===== src/rtl/int_div_iter.sv =====
// Iterative restoring radix-2^DIVCOPIES integer divider for DIV/DIVU/REM/REMU and the RV64 W forms.
// Optional macro IDIV_FASTSPECIAL_EN: a zero divisor or zero dividend skips BUSY and goes straight to DONE.
module int_div_iter #(
  parameter int XLEN      = 64,
  parameter int DIVCOPIES = 1
) (
  input  logic            clk,
  input  logic            reset,
  input  logic            StallM,
  input  logic            FlushE,
  input  logic            IntDivE,
  input  logic [2:0]      Funct3E,
  input  logic            W64E,
  input  logic [XLEN-1:0] ForwardedSrcAE,
  input  logic [XLEN-1:0] ForwardedSrcBE,
  output logic            DivBusyE,
  output logic            DivDoneE,
  output logic [XLEN-1:0] DivResultE
);
  localparam int N   = XLEN / DIVCOPIES;
  localparam int NW  = 32 / DIVCOPIES;
  localparam int CW  = $clog2(N) + 1;
  localparam int WSH = XLEN - 32;
  localparam logic [CW-1:0]   LAST_X  = CW'(N - 1);
  localparam logic [CW-1:0]   LAST_W  = CW'(NW - 1);
  localparam logic [XLEN-1:0] MIN_NEG = {1'b1, {(XLEN-1){1'b0}}};

  typedef enum logic [1:0] {IDLE, BUSY, DONE} state_t;
  state_t state;

  logic [CW-1:0]   count;
  logic [XLEN-1:0] rem_q, quo_q, divisor_q, dividend_q, result_r;
  logic            remop_q, w_q, neg_q_r, neg_r_r, div0_q, ovf_q, done_r;

  // Handshake: a start is accepted when IntDivE is high in IDLE without FlushE; DivBusyE holds
  // the pipeline from that cycle until the result appears with DivDoneE, which is held until
  // the instruction leaves E (~StallM).
  logic div_start;
  assign div_start  = IntDivE & (state == IDLE) & ~FlushE;
  assign DivBusyE   = ~reset & (div_start | (state == BUSY));
  assign DivDoneE   = done_r;
  assign DivResultE = result_r;

  logic unused_bits;
  assign unused_bits = Funct3E[2];

  logic            w_op, sa, sb, ovf;
  logic [XLEN-1:0] a_ext, b_ext, abs_a, abs_b, quo_init;
  always_comb begin
    w_op = (XLEN == 64) && W64E;
    a_ext = ForwardedSrcAE;
    b_ext = ForwardedSrcBE;
    if (w_op) begin
      a_ext = Funct3E[0] ? XLEN'(ForwardedSrcAE[31:0]) : XLEN'($signed(ForwardedSrcAE[31:0]));
      b_ext = Funct3E[0] ? XLEN'(ForwardedSrcBE[31:0]) : XLEN'($signed(ForwardedSrcBE[31:0]));
    end
    sa = ~Funct3E[0] & a_ext[XLEN-1];
    sb = ~Funct3E[0] & b_ext[XLEN-1];
    abs_a = sa ? -a_ext : a_ext;
    abs_b = sb ? -b_ext : b_ext;
    // W dividends sit in the top 32 bits so 32 steps leave the quotient in the low half
    quo_init = w_op ? (abs_a << WSH) : abs_a;
    ovf = ~Funct3E[0] && (b_ext == '1) &&
          (w_op ? (a_ext[31:0] == 32'h8000_0000) : (a_ext == MIN_NEG));
  end

  logic [XLEN:0]   trial;
  logic [XLEN-1:0] r_nx, q_nx;
  always_comb begin
    r_nx  = rem_q;
    q_nx  = quo_q;
    trial = '0;
    for (int i = 0; i < DIVCOPIES; i++) begin
      trial = {r_nx, q_nx[XLEN-1]};
      if (trial >= {1'b0, divisor_q}) begin
        trial = trial - {1'b0, divisor_q};
        q_nx  = {q_nx[XLEN-2:0], 1'b1};
      end else begin
        q_nx  = {q_nx[XLEN-2:0], 1'b0};
      end
      r_nx = trial[XLEN-1:0];
    end
  end

  logic [XLEN-1:0] uq, sq, sr, sel, res;
  always_comb begin
    uq = w_q ? XLEN'(q_nx[31:0]) : q_nx;
    sq = neg_q_r ? -uq : uq;
    sr = neg_r_r ? -r_nx : r_nx;
    if (div0_q) begin
      sq = '1;
      sr = dividend_q;
    end else if (ovf_q) begin
      sq = dividend_q;
      sr = '0;
    end
    sel = remop_q ? sr : sq;
    res = w_q ? XLEN'($signed(sel[31:0])) : sel;
  end

`ifdef IDIV_FASTSPECIAL_EN
  logic            fast_hit;
  logic [XLEN-1:0] fast_sel, fast_res;
  always_comb begin
    fast_hit = (b_ext == '0) || (a_ext == '0);
    fast_sel = (b_ext == '0) ? (Funct3E[1] ? a_ext : '1) : '0;
    fast_res = w_op ? XLEN'($signed(fast_sel[31:0])) : fast_sel;
  end
`endif

  always_ff @(posedge clk) begin
    if (reset) begin
      state      <= IDLE;
      count      <= '0;
      done_r     <= 1'b0;
      result_r   <= '0;
      rem_q      <= '0;
      quo_q      <= '0;
      divisor_q  <= '0;
      dividend_q <= '0;
      remop_q    <= 1'b0;
      w_q        <= 1'b0;
      neg_q_r    <= 1'b0;
      neg_r_r    <= 1'b0;
      div0_q     <= 1'b0;
      ovf_q      <= 1'b0;
    end else if (FlushE) begin
      state    <= IDLE;
      count    <= '0;
      done_r   <= 1'b0;
      result_r <= '0;
    end else begin
      case (state)
        IDLE: if (IntDivE) begin
          dividend_q <= a_ext;
          divisor_q  <= abs_b;
          quo_q      <= quo_init;
          rem_q      <= '0;
          remop_q    <= Funct3E[1];
          w_q        <= w_op;
          neg_q_r    <= sa ^ sb;
          neg_r_r    <= sa;
          div0_q     <= (b_ext == '0);
          ovf_q      <= ovf;
          count      <= '0;
`ifdef IDIV_FASTSPECIAL_EN
          if (fast_hit) begin
            state    <= DONE;
            done_r   <= 1'b1;
            result_r <= fast_res;
          end else begin
            state <= BUSY;
          end
`else
          state <= BUSY;
`endif
        end
        BUSY: begin
          rem_q <= r_nx;
          quo_q <= q_nx;
          count <= count + 1'b1;
          if (count == (w_q ? LAST_W : LAST_X)) begin
            state    <= DONE;
            done_r   <= 1'b1;
            result_r <= res;
          end
        end
        DONE: if (!StallM) begin
          state    <= IDLE;
          done_r   <= 1'b0;
          result_r <= '0;
        end
        default: state <= IDLE;
      endcase
    end
  end
endmodule

===== config.mk =====
export PLATFORM = sky130hd
export DESIGN_NAME = int_div_iter
export DESIGN_NICKNAME = d
export VERILOG_FILES = /design/src/rtl/int_div_iter.sv
export SDC_FILE = /design/constraint.sdc
export NUM_CORES = 1
export LEC_CHECK = 0
export ABC_CLOCK_PERIOD_IN_PS = 14000
export CORE_ASPECT_RATIO = 1.2
export CORE_MARGIN = 2
export CORE_UTILIZATION = 45
export DETAILED_ROUTE_END_ITERATION = 7
export PLACE_DENSITY_LB_ADDON = 0.08
export SLEW_MARGIN = 25
export SYNTH_ARGS = -nofsm -noshare
export SYNTH_HDL_FRONTEND = slang
export SYNTH_SLANG_ARGS = --single-unit

===== constraint.sdc =====
create_clock -name clk -period 14 [get_ports clk]
set_clock_uncertainty 0.2 [all_clocks]
set_input_delay 1.4 -clock clk [delete_from_list [all_inputs] [get_ports clk]]
set_output_delay 1.4 -clock clk [all_outputs]
set_load 0.02 [all_outputs]

Yosys cells after proc, flatten, opt, wreduce, memory -nomap -nowiden
Cells that the tools add are included.
- equality and inequality tests: 9
- order comparisons: 1
- reduce and logical (&&, ||, !) cells: 12
- bitwise gates (word level): 10
- mux-type cells: 36
- add/sub/neg operators: 6
- operators by type and width (kind ; number):
    64-bit two-way mux ; 21
    64-bit case mux with 2 select lines ; 3
    64-bit negator ; 4
    64-bit == test (second input constant) ; 2
    65-bit by 64-bit >= comparator with 1-bit output ; 1
    64-bit logical NOT ; 1
    64-bit subtractor ; 1
    32-bit == test (second input constant) ; 1
    7-bit case mux with 2 select lines ; 1
    3-bit AND reduction ; 4
    7-bit by 1-bit adder with 7-bit output (second input constant) ; 1
    7-bit by 6-bit == test with 1-bit output ; 1
    7-bit two-way mux ; 1
    2-bit two-way mux ; 3
    6-bit two-way mux ; 1
    2-bit case mux with 3 select lines ; 1
    1-bit AND ; 5
    1-bit two-way mux ; 4
    2-bit inequality test (second input constant) ; 2
    2-bit nonzero test ; 2
    1-bit NOT ; 3
    2-bit by 1-bit == test with 1-bit output (second input constant) ; 1
    2-bit == test (second input constant) ; 1
    1-bit logical AND ; 2
    other kinds (7) ; 7
- output and inout port bits: 66
- flip-flop bits (word level): 336

Longest topological paths before layout
- depth after elaboration: 11
- depth in mapped cells: 28
- mapped depth without buffers: 23

Worst setup path after synthesis
Ideal clock, no wire load.
- path type: register to register
- from: reg divisor_q[4]
- to: reg result_r[56] (netlist: DivResultE[56])
- arrival time: 5.423 ns
- setup time: 0.118 ns
- stages on the path, launching flop included: 27
- buffers on the path: 5
- period minus slack after synthesis: 5.742 ns
- path slack: 8.258 ns
- cell sequence: dfxtp_1 -> inv_1 -> ha_1 -> a21o_1 -> a31oi_2 -> a211o_1 -> a21oi_2 -> or2_1 -> buf_4 -> o2111ai_4 -> nand2_2 -> buf_2 -> buf_2 -> buf_2 -> buf_2 -> o21ai_0 -> ha_1 -> nand4_1 -> nor3b_1 -> nand4_1 -> o31a_1 -> or4_4 -> o41ai_2 -> xnor2_1 -> a221o_1 -> a21oi_1 -> o21ai_1
- word-level cells in the longest chain between the ends: 11
- RTL lines (what ; RTL line ; RTL):
    start: declaration ; 32 ; logic [XLEN-1:0] rem_q, quo_q, divisor_q, dividend_q, result_r;
    start signal: assignment ; 136 ; divisor_q <= abs_b;
    65-bit by 64-bit >= comparator with 1-bit output ; 75 ; if (trial >= {1'b0, divisor_q}) begin
    1-bit two-way mux ; 75 ;
    64-bit two-way mux ; 87 ; uq = w_q ? XLEN'(q_nx[31:0]) : q_nx;
    64-bit negator ; 88 ; sq = neg_q_r ? -uq : uq;
    64-bit two-way mux ; 88 ;
    64-bit two-way mux ; 93 ; end else if (ovf_q) begin
    64-bit two-way mux ; 90 ; if (div0_q) begin
    64-bit two-way mux (*) ; 97 ; sel = remop_q ? sr : sq;
    64-bit two-way mux (*) ; 98 ; res = w_q ? XLEN'($signed(sel[31:0])) : sel;
    64-bit two-way mux (*) ; 162 ; if (count == (w_q ? LAST_W : LAST_X)) begin
    64-bit case mux with 2 select lines (*) ; 133 ; case (state)
    end signal: assignment ; 165 ; result_r <= res;
    end: declaration ; 32 ;
Mark *: on every way between the ends. The rest lies on a longest branch, timed or not. The select of a mux whose other input is x is not followed.
A chain may end at the register's enable or synchronous reset.

Worst setup path after layout
- from: reg divisor_q[22]
- to: reg result_r[50] (netlist: DivResultE[50])
The elaborated chain is that of the path after synthesis.

==> metrics <==
Crit. End Element=register; P_int=1.92 mW; post-CTS resize count=0; antenna violations before repair=2; root buffer cell=clkbuf_16; Most Crowded Layer GR=met2; Synth Warn #=0; share of Yosys cell area claimed by the top area cell type=24.2%; vias per cell=6.51; PwrDens=93.4 nW/um^2; fin crit period=8.17 ns; most frequent cells in the layout=509 x nand2_1, 475 x nor2_1, 357 x a21oi_1; sequential power share=35.6%; Post-Synthesis Cell Area=27800 sq um; post-DP HPWL=97.3 mm; layout cell share with drive strength beyond 1=5.16%; status=complete, but fails checks; post-placement setup slack=6.18 ns; Peak VDD IR=0.0000960 V; hold_buf cts=0; CP arrival=8.43 ns; vias=31400; Remaining Overflow, GRT=0; clock buffer depth=3; FF+latch count, synth=336; kind of critical path=register to register; clock sinks=336; die height=276 microns; Seq/Total Area, Yosys=24.2%; die width=231 microns; Initial DRC Count=3267; top_reg_cell synth=dfxtp_1; net count after synthesis=4194; Hold Vio Cnt, Final=0; RSZ-0062 raised after global routing=no; Worst setup SP type=register; Psw=1.03 mW; commonest non-fill, non-tap cell in the layout=nand2_1; Netlist cell types=99; H-tree depth=2; setup TNS=0 ns; top post-synthesis cells by area=dfxtp_1 24%, nand2_1 6.9%, nor2_1 6.5%; met3 Track Usage GR=5.36%; All-Layer GR Usage=39.2%; TritonCTS Buffers=41; Mapped Avg Cell Area=6.98 sq um; full die area=63800 sq um; Worst path max stage delay=1.05 ns; setup bufs post-CTS=0; post-synth top area cell=dfxtp_1; Port Buffer Count=201; headroom to the max-slew limit=19.7%; vias in the first global route=29300; fin. max-slew vios=0; synth-to-layout area growth=13.4%; max cap viols=0; M2 GR Usage=64.1%; CP max stage cell=o21ai_0; Post-synth EDFFs=0; Comb power frac=25.9%; Post-synth ARST share=0%; failing checks=design-rule violations; Worst Tran Pin Value=1.19 ns; Final Wtd Congestion=1.05; fmax=122 MHz; Rows=99; starting density of the core=45.6%; Gate Count Post-Synth=3986; leak pwr=11.3 nW; final period utilization=58.4%; worst-path cell chain=inv_1, ha_1, a21oi_1, o211ai_1, a21boi_2, a21o_1, nand2b_1, o2111ai_4, nand2_2, o21ai_0, ha_1, nand4_1, nor3b_1, nand4_1, o31ai_1, nand4b_1, or2_1, nor3_1, nor3_1, o311ai_2, nand3_1; Total Wirelength=129 mm; WP data required=14.26 ns; final setup margin=5.83 ns; nets=4188; worst-path maximum fanout=19; DRC violations left=1; final setup violation count=0; Pre-antenna DRT Iters=8; Reg2Reg Setup Slack=5.83 ns; largest net degree at the start of global routing=182; GR Util met1=45.5%; core footprint=60900 sq um; worst hold path class=register to register; clock share of power=38.5%; worst skew pair latency=0.59 ns; # IOs=203; TritonCTS clock tree=built; Routed WL per cell=26.7 microns; switch share=34.9%; Final ANT Viol Nets=0; first-pass GRT wire length=189 mm; Worst-path clk slew=0.06 ns
final timing paths:
path,startpoint,depth (start not counted),end
hold / removal,divisor_q[42]$_SDFFE_PP0P_,2,divisor_q[42]$_SDFFE_PP0P_
setup reg to reg,divisor_q[22]$_SDFFE_PP0P_,21,DivResultE[50]$_SDFFE_PP0P_
setup / recovery,divisor_q[22]$_SDFFE_PP0P_,21,DivResultE[50]$_SDFFE_PP0P_
hold reg to reg,divisor_q[42]$_SDFFE_PP0P_,2,divisor_q[42]$_SDFFE_PP0P_
metal layers:
layer  wire, microns  vias up
met4           12500        0
met3            9080      408
met1           47800    15000
li1                -    14600
met5               0        -
met2           59500     1455
power by group through the flow:
stage | sequential (mW) | combinational (mW) | clock (mW)
6_report | 1.05 | 0.762 | 1.14
2_1_floorplan | 1.04 | 0.480 | 0
5_1_grt | 1.05 | 0.813 | 1.18
3_3_place_gp | 1.07 | 0.739 | 0
4_1_cts | 1.04 | 0.743 | 1.15
3_5_place_dp | 1.07 | 0.739 | 0
sequential cells by signal (all words and copies together) (netlist names):
signal and flops:
quo_q 64, div0_q 1, state 2, ovf_q 1
DivDoneE 1, remop_q 1, DivResultE 64, neg_q_r 1
neg_r_r 1, rem_q 64, divisor_q 64, dividend_q 64
count 7, w_q 1
logic make-up after synthesis:
kind of cell,after synthesis,share of synthesized area (%)
mux,59,2.19
compound gates,1324,31.2
simple gates,1548,25.8
buf+inv,402,5.64
xor+xnor,246,7.75
flops,336,24.2
fa+ha+maj,71,3.22
stage by stage:
stage               cell area, sq um  total power, mW  cells  util (%)  hold WS, ns
floorplan                      27800             1.52   3986         -        0.232
global placement               30100             1.80   4743      49.3        0.238
detailed placement             30100             1.81   4744      49.4        0.242
CTS                            31500             2.94   4817      51.7        0.254
global route                   31500             3.05   4818      51.7        0.264
finish                         31500             2.95   4821      51.7        0.250
area by class of cell:
class	count	area, sq um
antenna	3	7.51
clock inverter	16	203
tap	808	1010
fill	6394	29400
clock buffer	57	1190
timing repair buffer	248	2410
sequential	336	6730
inverter	105	394
multi-input combinational	3248	19600
Yosys cell counts, types with 23 or more instances:
library cell  number
o41ai_1           23
nor2_1           479
a31oi_1           36
o21a_1            36
o31ai_1           60
ha_1              70
a21oi_1          359
nand4_1           58
mux2i_1           45
o211ai_1          86
a22oi_1           48
nor2b_1           42
xor2_1           116
xnor2_1          130
clkbuf_1         231
or2_2             23
nand3_1           88
nor3_1            89
a211oi_1          99
a311oi_1          41
nand2b_1          36
buf_1             25
or3_1             34
inv_1            103
nand2_1          511
nor4_1            57
o22ai_1           27
a21o_1            28
dfxtp_1          336
buf_2             34
and3_1            33
o21ai_0          296
critical path: cells and delay by family, from the launching register on:
family | cells | cell delay, ns
and+or+nand+nor | 10 | 3.07
adders and majority gates | 2 | 0.93
buffers and inverters | 1 | 0.25
AOI/OAI and AO/OA | 8 | 3.26
DFF | 1 | 0.31
Power figures use the tool's default switching activity.
